<file path="src/rtl/ln_stat_accum.sv">
// ln_stat_accum: layernorm statistics stage. Pops VEC_LEN signed elements from
// the upstream fifo and accumulates sum and sum of squares, then presents them
// through a valid/ready handshake.
// Optional feature: define LN_STAT_ABSMAX_EN to add absmax_out (running max |x|).
module ln_stat_accum #(
  parameter int  WIDTH   = 8,
  parameter int  VEC_LEN = 64,
  localparam int CW      = $clog2(VEC_LEN + 1)
) (
  input  logic                        clk,
  input  logic                        rstn,
  input  logic                        start,
  input  logic                        fifo_empty,
  input  logic [WIDTH-1:0]            fifo_dout,
  output logic                        fifo_rd_en,
  output logic                        busy,
  output logic                        out_valid,
  input  logic                        out_ready,
  output logic signed [WIDTH+CW-1:0]  sum_out,
  output logic [2*WIDTH+CW-1:0]       sumsq_out
`ifdef LN_STAT_ABSMAX_EN
  ,
  output logic [WIDTH-1:0]            absmax_out
`endif
);

  localparam int            SW        = WIDTH + CW;
  localparam int            QW        = 2 * WIDTH + CW;
  localparam logic [CW-1:0] VEC_LEN_C = CW'(VEC_LEN);

  typedef enum logic [1:0] {
    S_IDLE = 2'd0,
    S_RUN  = 2'd1,
    S_DONE = 2'd2
  } state_t;

  state_t                 state_q, state_d;
  logic [CW-1:0]          issued_q, issued_d;
  logic [CW-1:0]          accum_q, accum_d;
  logic                   rd_pend_q, rd_pend_d;
  logic signed [SW-1:0]   sum_q, sum_d;
  logic signed [SW-1:0]   sum_out_q, sum_out_d;
  logic [QW-1:0]          sumsq_q, sumsq_d;
  logic [QW-1:0]          sumsq_out_q, sumsq_out_d;
  logic                   busy_q, busy_d;
  logic                   out_valid_q, out_valid_d;
  logic                   rd_en;
  logic signed [WIDTH-1:0]   x;
  logic signed [2*WIDTH-1:0] x_sq;
`ifdef LN_STAT_ABSMAX_EN
  logic [WIDTH-1:0]       x_abs;
  logic [WIDTH-1:0]       absmax_q, absmax_d;
  logic [WIDTH-1:0]       absmax_out_q, absmax_out_d;
`endif

  // Element datapath: sign view, square and magnitude of the popped word.
  always_comb begin
    x    = signed'(fifo_dout);
    x_sq = (2*WIDTH)'(x) * (2*WIDTH)'(x);
`ifdef LN_STAT_ABSMAX_EN
    // Two's complement negate in WIDTH bits maps -2^(WIDTH-1) to 2^(WIDTH-1) unsigned.
    x_abs = fifo_dout[WIDTH-1] ? (~fifo_dout + WIDTH'(1)) : fifo_dout;
`endif
  end

  // Read issue: never more than VEC_LEN reads per vector, stall while empty.
  always_comb begin
    rd_en = (state_q == S_RUN) && !fifo_empty && (issued_q < VEC_LEN_C);
  end

  // Next-state, counters, accumulators and registered result outputs.
  always_comb begin
    state_d     = state_q;
    issued_d    = issued_q;
    accum_d     = accum_q;
    rd_pend_d   = rd_en;
    sum_d       = sum_q;
    sumsq_d     = sumsq_q;
    sum_out_d   = sum_out_q;
    sumsq_out_d = sumsq_out_q;
`ifdef LN_STAT_ABSMAX_EN
    absmax_d     = absmax_q;
    absmax_out_d = absmax_out_q;
`endif
    unique case (state_q)
      S_IDLE: begin
        if (start) begin
          state_d  = S_RUN;
          issued_d = '0;
          accum_d  = '0;
          sum_d    = '0;
          sumsq_d  = '0;
`ifdef LN_STAT_ABSMAX_EN
          absmax_d = '0;
`endif
        end
      end
      S_RUN: begin
        if (rd_en) begin
          issued_d = issued_q + CW'(1);
        end
        // Data returns one cycle after the read; the last return both
        // accumulates and loads the output registers on the same edge.
        if (rd_pend_q) begin
          sum_d   = sum_q + SW'(x);
          sumsq_d = sumsq_q + QW'($unsigned(x_sq));
          accum_d = accum_q + CW'(1);
`ifdef LN_STAT_ABSMAX_EN
          absmax_d = (x_abs > absmax_q) ? x_abs : absmax_q;
`endif
          if (accum_q == VEC_LEN_C - CW'(1)) begin
            state_d     = S_DONE;
            sum_out_d   = sum_d;
            sumsq_out_d = sumsq_d;
`ifdef LN_STAT_ABSMAX_EN
            absmax_out_d = absmax_d;
`endif
          end
        end
      end
      S_DONE: begin
        if (out_valid_q && out_ready) begin
          state_d = S_IDLE;
        end
      end
      default: state_d = S_IDLE;
    endcase
    busy_d      = (state_d != S_IDLE);
    out_valid_d = (state_d == S_DONE);
  end

  // State and result registers, asynchronously cleared.
  always_ff @(posedge clk or negedge rstn) begin
    if (!rstn) begin
      state_q     <= S_IDLE;
      issued_q    <= '0;
      accum_q     <= '0;
      rd_pend_q   <= 1'b0;
      sum_q       <= '0;
      sumsq_q     <= '0;
      sum_out_q   <= '0;
      sumsq_out_q <= '0;
      busy_q      <= 1'b0;
      out_valid_q <= 1'b0;
`ifdef LN_STAT_ABSMAX_EN
      absmax_q     <= '0;
      absmax_out_q <= '0;
`endif
    end else begin
      state_q     <= state_d;
      issued_q    <= issued_d;
      accum_q     <= accum_d;
      rd_pend_q   <= rd_pend_d;
      sum_q       <= sum_d;
      sumsq_q     <= sumsq_d;
      sum_out_q   <= sum_out_d;
      sumsq_out_q <= sumsq_out_d;
      busy_q      <= busy_d;
      out_valid_q <= out_valid_d;
`ifdef LN_STAT_ABSMAX_EN
      absmax_q     <= absmax_d;
      absmax_out_q <= absmax_out_d;
`endif
    end
  end

  assign fifo_rd_en = rd_en;
  assign busy       = busy_q;
  assign out_valid  = out_valid_q;
  assign sum_out    = sum_out_q;
  assign sumsq_out  = sumsq_out_q;
`ifdef LN_STAT_ABSMAX_EN
  assign absmax_out = absmax_out_q;
`endif

endmodule

</file>
<file path="config.mk">
export PLATFORM = sky130hd
export DESIGN_NAME = ln_stat_accum
export DESIGN_NICKNAME = d
export VERILOG_FILES = /design/src/rtl/ln_stat_accum.sv
export SDC_FILE = /design/constraint.sdc
export NUM_CORES = 1
export LEC_CHECK = 0
export CELL_PAD_IN_SITES_DETAIL_PLACEMENT = 0
export CELL_PAD_IN_SITES_GLOBAL_PLACEMENT = 1
export CORE_AREA = 2 2 115 139
export DETAILED_ROUTE_END_ITERATION = 12
export DIE_AREA = 0 0 117 141
export PLACE_DENSITY = 0.9
export SLEW_MARGIN = 20
export SYNTH_ARGS = -nofsm -noshare
export SYNTH_HDL_FRONTEND = slang
export SYNTH_SLANG_ARGS = --single-unit
</file>
<file path="constraint.sdc">
create_clock -name clk -period 6.21 [get_ports clk]
set_input_delay 0.621 -clock clk [delete_from_list [all_inputs] [get_ports clk]]
set_output_delay 0.621 -clock clk [all_outputs]
set_load 0.03 [all_outputs]
</file>
[Word-level counts from Yosys, hierarchy flattened]
Cells that the tools add are included.
Word-level totals
  bits in registers: 95
  input port bits: 13
  output and inout bits: 41
  logic and storage cells: 49
Operators by class
  $add $sub $neg: 4
  multipliers: 1
  $lt $le $gt $ge: 1
  equal/unequal tests: 7
  mux-type cells: 16
  reductions and logical operators: 10
Operators with widths (count)
  $mux 23: 2
  $pmux 23 s2: 1
  $mux 15: 2
  $pmux 15 s2: 1
  $pmux 7 s2: 2
  $add 23x16->23: 1
  $mux 7: 3
  $mul 8x8->16: 1
  $add 15x8->15: 1
  $add 7x1->7 const B: 2
  $reduce_and 3->1: 3
  $mux 2: 4
  $eq 7x6->1 const B: 1
  $lt 7x7->1 const B: 1
  $ne 2x2->1 const B: 3
  $pmux 2 s3: 1
  $eq 2x2->1 const B: 2
  $reduce_bool 2->1: 2
  $logic_and 1x1->1: 3
  $eq 2x1->1 const B: 1
  $logic_not 2->1: 1
  $logic_not 1->1: 1

[Longest topological paths before layout]
Gate-level depths: netlist of the first run.
  depth in word-level cells: 5
  depth in mapped cells: 27
  depth with buffers taken out: 26

[Worst setup path after synthesis of the first run]
OpenSTA, ideal clock, no wires.
  kind: input to register
  start point: in fifo_dout[1]
  end point: reg sumsq_out_q[17], in the netlist sumsq_out[17]
  setup time: 0.130 ns
  arrival: 5.718 ns
  data required time: 6.080 ns
  slack: 0.362 ns
  cell stages on the path: 26
  path buffers: 2
  cells stage by stage: clkbuf_1 -> and2_1 -> ha_1 -> a21oi_1 -> fa_1 -> inv_1 -> ha_1 -> inv_1 -> fa_1 -> inv_1 -> fa_1 -> a21o_1 -> a21oi_1 -> o21bai_1 -> a21oi_1 -> o21ai_0 -> or4_1 -> nand3_1 -> ha_1 -> clkbuf_1 -> a21o_1 -> a21o_1 -> and2_1 -> a31oi_4 -> xnor2_1 -> o21ai_1
Between the ends
  word-level cells in the longest chain between the ends: 2
RTL lines
  start, declared: RTL line 14  | input logic [WIDTH-1:0] fifo_dout,
  $mul 8x8->16: RTL line 59  | x_sq = (2*WIDTH)'(x) * (2*WIDTH)'(x);
  $add 23x16->23: RTL line 106  | sumsq_d = sumsq_q + QW'($unsigned(x_sq));
  end signal, assigned: RTL line 157  | sumsq_out_q <= sumsq_out_d;
  end, declared: RTL line 44  | logic [QW-1:0] sumsq_out_q, sumsq_out_d;
No other way between the ends.
A chain may end at the register's enable or synchronous reset.

[Worst setup path after layout of the first run]
  start point: in fifo_dout[1]
  end point: reg sumsq_out_q[20], in the netlist sumsq_out[20]
The elaborated chain is that of the path after synthesis.

==> results by group, run 1 <==
Worst setup path
  – Worst-path cell chain: dlymetal6s2s_1, nand2_1, xnor2_1, ha_1, fa_1, fa_1, inv_1, fa_1, inv_1, ha_4, nor2b_1, o41ai_4, o21ai_2, o41ai_2, xnor2_1, ha_1, nand4_1, a211o_1, a21oi_1, a21oi_1, a21oi_1
  – CP max FO: 9
  – Flop-to-flop setup slack: 3460 ps
  – Family with the most delay on the worst path: adder cells
  – Startpoint Class: primary input
  – Crit end category: flip-flop
  – Crit path required time: 6480 ps
  – Slowest stage delay, CP: 530 ps
  – Buf/Inv on CP: 3
  – Arrival @ worst endpoint: 6020 ps
  – Slowest stage cell on the critical path: fa_1
  – Critical Setup Path Class: primary input to flip-flop

Detailed routing
  – Vias/cell: 5.30
  – DRC viols: 0
  – Total number of vias: 6,005
  – Drt total wl: 17,100 µm
  – DRT Pass-1 Iters: 5
  – DRT iter0 DRCs: 235
  – Routed length per placed instance: 15.1 µm
  – DRT antenna net count: 0

Clock tree
  – CTS buffer count: 9
  – CTS tree: done
  – Clock-pin slew on the worst setup and hold paths: 70 ps
  – Clock Sink Count: 95
  – Maximum level of the CTS H-tree: 3
  – Clk buf depth: 2
  – Worst-Skew Late Latency: 350 ps
  – Root Driver: clkbuf_16

Floorplanning
  – Die span in x: 117 µm
  – Rows: 50
  – DIE HEIGHT: 141 µm
  – Starting Density: 48.3%
  – Die ar.: 16,500 µm²
  – I/O pin count: 54
  – Area of the core: 15,300 µm²

Layout
  – Area growth syn-to-layout: 23.5%
  – # diodes: 0
  – Nets: 1,037
  – Fraction of layout cells with a size suffix above 1: 14.7%

Synth
  – Yosys warnings: 0
  – Post-Syn Instances: 804
  – Synth top cells by count: 119 x nand2_1, 95 x dfrtp_1, 86 x inv_1, 60 x ha_1, 47 x a21oi_1
  – Synth Net Count: 921
  – Flop and latch count out of synthesis: 95
  – Ranking of synthesized cells by area: dfrtp_1 32%, fa_1 12%, ha_1 10%
  – Cell taking the most area after synthesis: dfrtp_1
  – Top-area cell type share of the netlist area: 32.1%
  – Most frequent cell after synthesis: nand2_1
  – Sequential area share after synthesis: 32.1%
  – Post-synthesis cell area: 7400 µm²
  – Synthesized area per cell: 9.20 µm²
  – Async S/R FF share, synth: 100%
  – Post-synth cell types: 61
  – Main synth FF type: dfrtp_1
  – EDFF count, synth: 0

GRT
  – First-pass GRT wire length: 29,500 µm
  – Largest net degree at the start of global routing: 68
  – GR peak layer: met2
  – M2 GR Usage: 37.0%
  – Gr usage total: 22.4%
  – Number of global-route vias before repair: 6,218
  – GR Util met1: 30.5%
  – GR met3 Demand/Resource: 2.54%
  – Initial antenna violation count: 0
  – Remaining Overflow, GRT: 0

Timing
  – Final setup viols: 0
  – Crit path time final: 5750 ps
  – RSZ-0062 raised after global routing: false
  – Setup WS post-layout: 459 ps
  – Fmax achieved: 174 MHz
  – Max Slew Vio Count: 0
  – Hold slack: 187 ps
  – Crit share post-route: 92.6%
  – Worst-Margin Slew: 872 ps
  – Hold Vio Cnt, Final: 0
  – Final setup skew: 6.75 ps
  – Worst slew margin: 41.9%

Pwr
  – Internal: 3260 µW
  – Clock share of power: 10.1%
  – Pwr dens: 652 nW/µm²
  – Max rail drop VDD: 485 µV
  – Sequential Power Share: 15.1%
  – Lkg Pwr: 0.00449 µW
  – Sw Pwr: 2700 µW
  – Comb pwr share: 74.7%
  – Sw frac: 45.2%

Placed design
  – # port buffers: 53
  – Place WS: -268 ps
  – HPWL Detailed: 12,600 µm
  – Final GP Congestion: 0.899

Status
  – Status: complete, no violations

Job
  – MaxCap Viol Count: 0

Worst hold path
  – HP Class: primary input to async pin
metal layers:
metal	up-vias	part of all wire [%]
li1	2931	-
met1	2958	45
met2	93	51
met3	23	2.3
met4	0	1.7
met5	-	0
registers in the layout (all words and copies together) (netlist names):
signal and count:
accum_q 7, rd_pend_q 1, sumsq_out 23, state_q 2, sum_q 15, out_valid 1, issued_q 7, sumsq_q 23
sum_out 15, busy 1
power groups by stage:
stage / clock (µW) / combinational (µW) / sequential, µW
2_1_floorplan: 0 / 2770 / 879
3_3_place_gp: 0 / 4160 / 906
5_1_grt: 638 / 4940 / 923
4_1_cts: 613 / 4260 / 900
3_5_place_dp: 0 / 4220 / 908
6_report: 604 / 4450 / 901
path summary, 6_finish.rpt:
check	start	end	cells past startpoint
max	fifo_dout[1]	sumsq_out[20]$_DFFE_PN0P_	21
min	rstn	sumsq_out[9]$_DFFE_PN0P_	1
max reg2reg	state_q[1]$_DFF_PN0_	sum_out[11]$_DFFE_PN0P_	5
min reg2reg	sum_out[3]$_DFFE_PN0P_	sum_out[3]$_DFFE_PN0P_	2
max in group asynchronous	rstn	sum_q[7]$_DFFE_PN0P_	2
min in group clk	sum_out[3]$_DFFE_PN0P_	sum_out[3]$_DFFE_PN0P_	2
area by class of cell:
type / instances / area, µm²
clock inverter: 5 / 81.3
timing repair buffer: 132 / 1150
sequential: 95 / 2380
inverter: 86 / 323
tap: 208 / 260
fill: 1336 / 6190
multi-input combinational: 596 / 4700
clock buffer: 10 / 239
layout by cell type (no fill, tap or decap), types with 27 or more instances in the layout:
cell               n
nand2_1          119
clkdlybuf4s50_1   44
inv_1             86
dfrtp_1           95
buf_4             79
fa_1              43
ha_1              56
o21ai_0           27
nor2_1            42
xnor2_1           40
a21oi_1           43
logic make-up (layout without fill, tap and decap cells):
logic type / count (synthesis) / after routing / share of synthesized area (%)
flops: 95 / 95 / 32.1
compound gates: 171 / 171 / 15.6
fa+ha+maj: 104 / 104 / 22.0
mux: 12 / 12 / 1.78
simple gates: 253 / 253 / 15.9
buf+inv: 113 / 233 / 5.87
xor+xnor: 56 / 56 / 6.63
per-stage QoR:
stage          std cells  power (µW)  utilization (%)  area (µm²)  setup TNS, ps
5_1_grt             1132        6500             59.6        9140              0
3_3_place_gp        1115        5070             56.6        8680          -1400
2_1_floorplan        804        3650                -        7400              0
6_report            1132        5960             59.6        9140              0
3_5_place_dp        1115        5120             56.6        8680          -3310
4_1_cts             1130        5770             58.7        9000              0
what timing repair did:
item / CTS / global route
endpoints found under the setup margin: 0 / 22
hold endpoints to repair: 0 / 0
setup buffers: 0 / 2
gates resized for setup: 0 / 28
hold buffers: 0 / 0
Note: power is estimated with default switching activity, not from simulation.
==> run 2, diff against run 1 <==
CAP_MARGIN = 20   (was default)
==> results of run 2 <==
Same layout as run 1: the final DEF is identical, and so are final timing and power.
